**config.mk**
```make
export PLATFORM = sky130hd
export DESIGN_NAME = euler_step_sequencer
export DESIGN_NICKNAME = d
export VERILOG_FILES = /design/src/rtl/euler_pkg.sv /design/src/rtl/euler_time_acc.sv /design/src/rtl/euler_step_sequencer.sv
export SDC_FILE = /design/constraint.sdc
export NUM_CORES = 1
export LEC_CHECK = 0
export CAP_MARGIN = 20
export CORE_MARGIN = 10
export CORE_UTILIZATION = 31
export CTS_BUF_LIST = sky130_fd_sc_hd__clkbuf_8
export CTS_CLUSTER_DIAMETER = 100
export CTS_CLUSTER_SIZE = 16
export DETAILED_ROUTE_END_ITERATION = 12
export PLACE_DENSITY_LB_ADDON = 0.2
export SLEW_MARGIN = 20
export SYNTH_ARGS = -nofsm -noshare
export SYNTH_HDL_FRONTEND = slang
export SYNTH_SLANG_ARGS = --single-unit
```
**constraint.sdc**
```tcl
create_clock -name clk -period 13.7 [get_ports clk]
set_input_delay 2.74 -clock clk [delete_from_list [all_inputs] [get_ports clk]]
set_output_delay 2.74 -clock clk [all_outputs]
set_load 0.1 [all_outputs]
```
**src/rtl/euler_pkg.sv**
```systemverilog
// Shared definitions for the Euler step sequencer and its time accumulator.
// Time quantities use Q16.16 unsigned fixed point, so 0x00010000 is 1.0.
package euler_pkg;

    localparam int DATA_W_DEF = 32;
    localparam int CNT_W_DEF  = 16;

    localparam logic [2:0] IDLE    = 3'd0;
    localparam logic [2:0] LOAD    = 3'd1;
    localparam logic [2:0] ISSUE   = 3'd2;
    localparam logic [2:0] WAIT    = 3'd3;
    localparam logic [2:0] ADVANCE = 3'd4;
    localparam logic [2:0] DONE    = 3'd5;
    localparam logic [2:0] DRAIN   = 3'd6;

    // States in which a run is actively being set up or stepped.
    function automatic logic is_busy_state(input logic [2:0] st);
        return (st == LOAD) || (st == ISSUE) || (st == WAIT) || (st == ADVANCE);
    endfunction

endpackage

```
**src/rtl/euler_time_acc.sv**
```systemverilog
// Holds the independent variable t. Adds h with one extra bit so that a
// carry-out saturates t at all-ones and raises a sticky overflow flag
// instead of wrapping back to a small time.
module euler_time_acc
    import euler_pkg::*;
#(
    parameter int DATA_W = DATA_W_DEF
) (
    input  logic              clk,
    input  logic              rst,
    input  logic              load,
    input  logic              advance,
    input  logic [DATA_W-1:0] t_start,
    input  logic [DATA_W-1:0] h,
    input  logic [DATA_W-1:0] t_end,
    output logic [DATA_W-1:0] t_cur,
    output logic              t_reach,
    output logic              ovf
);

    logic [DATA_W:0] t_sum;
    logic            carry;

    // Candidate next t and whether taking this step ends the interval;
    // a carry-out always counts as reaching the end.
    always_comb begin
        t_sum   = {1'b0, t_cur} + {1'b0, h};
        carry   = t_sum[DATA_W];
        t_reach = carry || (t_sum[DATA_W-1:0] >= t_end);
    end

    // t register and sticky overflow: restart from t_start on load, step on advance.
    always_ff @(posedge clk) begin
        if (!rst) begin
            t_cur <= '0;
            ovf   <= 1'b0;
        end else if (load) begin
            t_cur <= t_start;
            ovf   <= 1'b0;
        end else if (advance) begin
            if (carry) begin
                t_cur <= '1;
                ovf   <= 1'b1;
            end else begin
                t_cur <= t_sum[DATA_W-1:0];
            end
        end
    end

endmodule

```
**src/rtl/euler_step_sequencer.sv**
```systemverilog
// Sequences one Euler step at a time between the run-control FSM and the
// update datapath, tracking t and the step count, and returning a single
// final_done pulse when the interval or the step budget runs out.
module euler_step_sequencer
    import euler_pkg::*;
#(
    parameter int DATA_W = DATA_W_DEF,
    parameter int CNT_W  = CNT_W_DEF
) (
    input  logic              clk,
    input  logic              rst,
    input  logic              run_en,
    input  logic [DATA_W-1:0] t_start,
    input  logic [DATA_W-1:0] t_end,
    input  logic [DATA_W-1:0] step_h,
    input  logic [CNT_W-1:0]  max_steps,
    input  logic              step_ack,
    output logic              step_req,
    output logic [DATA_W-1:0] t_cur,
    output logic [CNT_W-1:0]  step_cnt,
    output logic              busy,
    output logic              final_done,
    output logic              t_ovf
);

    logic [2:0]        state;
    logic [2:0]        state_next;
    logic [DATA_W-1:0] t_end_q;
    logic [DATA_W-1:0] h_q;
    logic [CNT_W-1:0]  max_q;
    logic [CNT_W-1:0]  cnt_inc;
    logic              t_reach;

    assign cnt_inc = step_cnt + CNT_W'(1);

    // Next-state logic; in WAIT a dropped run_en wins over a coincident ack.
    always_comb begin
        state_next = state;
        case (state)
            IDLE:    if (run_en) state_next = LOAD;
            LOAD:    if ((max_steps == '0) || (t_start >= t_end)) state_next = DONE;
                     else state_next = ISSUE;
            ISSUE:   state_next = WAIT;
            WAIT:    if (!run_en) state_next = IDLE;
                     else if (step_ack) state_next = ADVANCE;
            ADVANCE: if ((cnt_inc == max_q) || t_reach) state_next = DONE;
                     else state_next = ISSUE;
            DONE:    state_next = DRAIN;
            DRAIN:   if (!run_en) state_next = IDLE;
            default: state_next = IDLE;
        endcase
    end

    // State register with outputs registered from the next state, so each
    // output is high exactly while the FSM sits in the matching state.
    always_ff @(posedge clk) begin
        if (!rst) begin
            state      <= IDLE;
            step_req   <= 1'b0;
            final_done <= 1'b0;
            busy       <= 1'b0;
        end else begin
            state      <= state_next;
            step_req   <= (state_next == ISSUE);
            final_done <= (state_next == DONE);
            busy       <= is_busy_state(state_next);
        end
    end

    // Run parameters are captured once in LOAD and held for the whole run.
    always_ff @(posedge clk) begin
        if (!rst) begin
            t_end_q <= '0;
            h_q     <= '0;
            max_q   <= '0;
        end else if (state == LOAD) begin
            t_end_q <= t_end;
            h_q     <= step_h;
            max_q   <= max_steps;
        end
    end

    // Completed-step counter: cleared at the start of each run, bumped per step.
    always_ff @(posedge clk) begin
        if (!rst) begin
            step_cnt <= '0;
        end else if (state == LOAD) begin
            step_cnt <= '0;
        end else if (state == ADVANCE) begin
            step_cnt <= cnt_inc;
        end
    end

    euler_time_acc #(
        .DATA_W (DATA_W)
    ) u_time_acc (
        .clk     (clk),
        .rst     (rst),
        .load    (state == LOAD),
        .advance (state == ADVANCE),
        .t_start (t_start),
        .h       (h_q),
        .t_end   (t_end_q),
        .t_cur   (t_cur),
        .t_reach (t_reach),
        .ovf     (t_ovf)
    );

endmodule
```
==> results.md <==
- Status: complete, no violations
- Post-CTS resize count: 0
- WL/cell: between 15 and 20 um
- GRT Residual Overflow: 0
- VDD IR max: between 0.00009 and 0.0001 V
- Pre-antenna DRT Iters: 5
- Synth top cells by count: nand2_1, dfxtp_1, a21boi_0, ha_1, inv_1
- Setup violators final: 0
- Placed insts: 1627
- Slowest CP cell: o41ai_2
- Crit path time final: around 5500 ps
- Post-Syn Instances: 1125
- Floorplan core area: between 20000 and 30000 um^2
- Worst reg-to-reg setup slack: about 8000 ps
- Ant diodes: 0
- Hold EP: t_end_q[10]$_SDFFE_PN0P_
- Die Area: 36080 um^2
- Via-per-instance ratio: about 4.9
- Area growth from synthesis to layout: 26.56%
- Root buffer cell: clkbuf_8
- H-tree depth: 4
- Final setup margin: 8181 ps
- Post-Synthesis Net Count: between 1000 and 1500
- DRC viols: 0
- Total chip power: approximately 2.4 mW
- # IOs: 168
- Layout Cells excl Fill: 1659
- Rel. slew slack: approximately 25%
- Hold_ws: 468.8 ps
- Share of Yosys cell area claimed by the top area cell type: a little under a third
- FF+latch count, synth: 135
- Post-DRT Antenna Nets: 0
- LEAKAGE: 4.525 nW
- Setup bufs post-CTS: 0
- # rows: 62
- CP startpoint kind: flop
- Number of global-route vias before repair: 8208
- Most frequent cell after synthesis: nand2_1
- Worst Path Arrival: approximately 5900 ps
- Detailed placer's ending HPWL: 22.58 mm
- Starting density of the core: a little under a third
- Register area: 2703 um^2
- Antenna violations before repair: 0
- CP delay by family, top: compound AO/OA/AOI/OAI gates
- Post-synth top flop: dfxtp_1
- R2R cell count: 20
- Max-slew violations: 0
- CP most frequent cell: o21ai_1
- Tcrit/Tclk final: between 40% and 50%
- Clock latency on the worst-skew pair: approximately 470 ps
- Placer Congestion: about 0.84
- Hold Path Origin: t_end_q[10]$_SDFFE_PN0P_
- Worst Path Buf+Inv: 0
- Routed wire length: 29.39 mm
- First-pass GRT wire length: approximately 46 mm
- Peak per-stage delay on the critical path: approximately 640 ps
- Fraction of registers with async set/reset: 0%
- WHS Path Cells: 2
- Worst-Margin Slew: between 1000 and 1500 ps
- Unrepaired setup endpoints after global routing: no
- Reg2reg end: final_done$_SDFF_PN0_
- Cell accounting for the most synthesized area: dfxtp_1
- Post-synth EDFFs: 0
- Sequential area share after synthesis: between 30% and 40%
- Initial DRC Count: between 400 and 500
- Worst Skew: roughly 22 ps
- Hold Buf Count CTS: 0
- Die Ht: ~190 um
- Setup slack at placement: 7798 ps
- Number of I/O port buffers: between 150 and 200
- Share of cells above drive strength 1: 4.314%
- Setup CP Type: flop to flop
- Crit-path max FO: 5
- # fillers: slightly below 3000
- Synth top area cells: dfxtp_1, ha_1, nand2_1
- Crit-path cells: ha_1, nand3_1, o22ai_1, o21ai_1, o21ai_1, a31oi_1, o41ai_2, a31oi_1, o21ai_1, xor2_1, ha_1, a21o_1, a21o_1, a21oi_1, o21ai_0, a31oi_1, nand3b_4, a221oi_2, o21ai_1, and3_1
- # nets final: roughly 1500
- Fmax achieved: roughly 180 MHz
- Req. time, crit path: ~14000 ps
- Final hold vios: 0
- Fin Setup TNS: 0 ps
- Max-cap violations: 0
- Total GRT Usage: 16.11%
- Element type at the critical path end: flop
- Post-synth cell types: 58
- Number of CTS-inserted buffers: 17
- Reg2reg start: u_time_acc.t_cur[3]$_SDFFE_PN0P_
- Synth warnings: 0
- Netlist Area Pre-Place: 8954 um^2
- Clk slew on worst S/H paths: 90 ps
- Hold crit path type: flop to flop
- Mean post-synth cell area: a little under 8 um^2
- CTS tree: built
- Via count: 8179
- DIE WIDTH: 190.0 um
- P per Cell Area: about 210 nW/um^2
- CTS Buffer Depth: 2
- Multi-input logic area: 5746 um^2
- Clock net sink count: approximately 140
- Largest net degree at the start of global routing: 74
## final cells by class
class / instances / share of cell area (%)
clock buffer: 18 / 2.186
clock inverter: 14 / 1.237
inverter: 79 / 2.617
multi-input combinational: 855 / 50.70
sequential: 135 / 23.85
tap: 384 / 4.240
timing repair buffer: 174 / 15.17
## layout by cell type (no fill, tap or decap), types with 4 or more instances in the layout
cell / synthesis / routed
o21bai_1: 5 / 5
o21ai_1: 5 / 5
clkdlybuf4s50_1: 0 / 166
nor4_1: 6 / 6
nor2_1: 44 / 44
a21boi_0: 104 / 104
o211ai_1: 9 / 9
a41oi_1: 4 / 4
a2111oi_0: 4 / 4
nand3_1: 25 / 25
nand4_1: 19 / 19
o221ai_1: 22 / 22
xnor2_1: 41 / 41
or3_1: 8 / 8
dfxtp_1: 135 / 135
clkinv_4: 0 / 5
inv_6: 0 / 4
a211oi_1: 5 / 5
o21a_1: 11 / 11
nand2b_1: 9 / 9
a21o_1: 27 / 27
ha_1: 97 / 97
clkbuf_8: 0 / 18
o211a_1: 5 / 5
nor2b_1: 9 / 9
buf_4: 0 / 7
nor3_1: 6 / 6
xor2_1: 21 / 21
and2_1: 6 / 5
a21oi_1: 54 / 54
o21ai_0: 31 / 31
inv_1: 79 / 79
and3_1: 6 / 6
a31oi_1: 9 / 9
nand2_1: 224 / 223
## cell families (layout without fill, tap and decap cells)
kind of cell    after synthesis  count (layout)  share of synthesized area (%)
flops                       135             135                          30.18
compound gates              316             316                          25.10
mux                           1               1                         0.1118
simple gates                378             378                          19.01
xor+xnor                     62              62                          6.065
buf+inv                     135             285                          5.757
fa+ha+maj                    98              98                          13.78
## sequential cells by signal (all words and copies together) (netlist names)
name              cells
t_end_q              32
final_done            1
u_time_acc.ovf        1
step_req              1
u_time_acc.t_cur     32
state                 3
busy                  1
step_cnt             16
h_q                  32
max_q                16
## power breakdown
group | switching (mW) | internal, mW | leakage (nW)
logic | 0.992 | 0.483 | 3.23
registers | 0.0899 | 0.503 | 1.10
clock network | 0.184 | 0.153 | 0.193
## worst max-delay path by stage
stage | startpoint | endpoint | slack (ps) | cells after the start
finish | u_time_acc.t_cur[3]$_SDFFE_PN0P_ | final_done$_SDFF_PN0_ | 8180 | 20
floorplan | u_time_acc.t_cur[0]$_SDFFE_PN0P_ | final_done$_SDFF_PN0_ | 8520 | 22
global route | u_time_acc.t_cur[4]$_SDFFE_PN0P_ | final_done$_SDFF_PN0_ | 7880 | 20
detailed placement | t_start[0] | final_done$_SDFF_PN0_ | 7800 | 13
CTS | u_time_acc.t_cur[3]$_SDFFE_PN0P_ | final_done$_SDFF_PN0_ | 8170 | 20
global placement | t_start[0] | final_done$_SDFF_PN0_ | 7840 | 13
## metrics by stage
step | utilization [%] | instance area, um^2
finish | 39.59 | 11330
detailed placement | 38.23 | 10940
CTS | 39.59 | 11330
floorplan | - | 8954
global route | 39.59 | 11330
global placement | 38.23 | 10940
## metal layers
metal / vias up / GRT usage [%] / wire [um]
li1: 4201 / - / -
met1: 3822 / 21.05 / 14310
met2: 137 / 26.99 / 13900
met3: 19 / 2.783 / 916
met4: 0 / 3.755 / 276
met5: - / 0 / 0
## tightest hold or removal path: stages, from the launching register on
cell and delay [ps]:
dfxtp_1 310, nand2_1 40, a21boi_0 60
No activity file was read; power rests on OpenSTA's default activity.
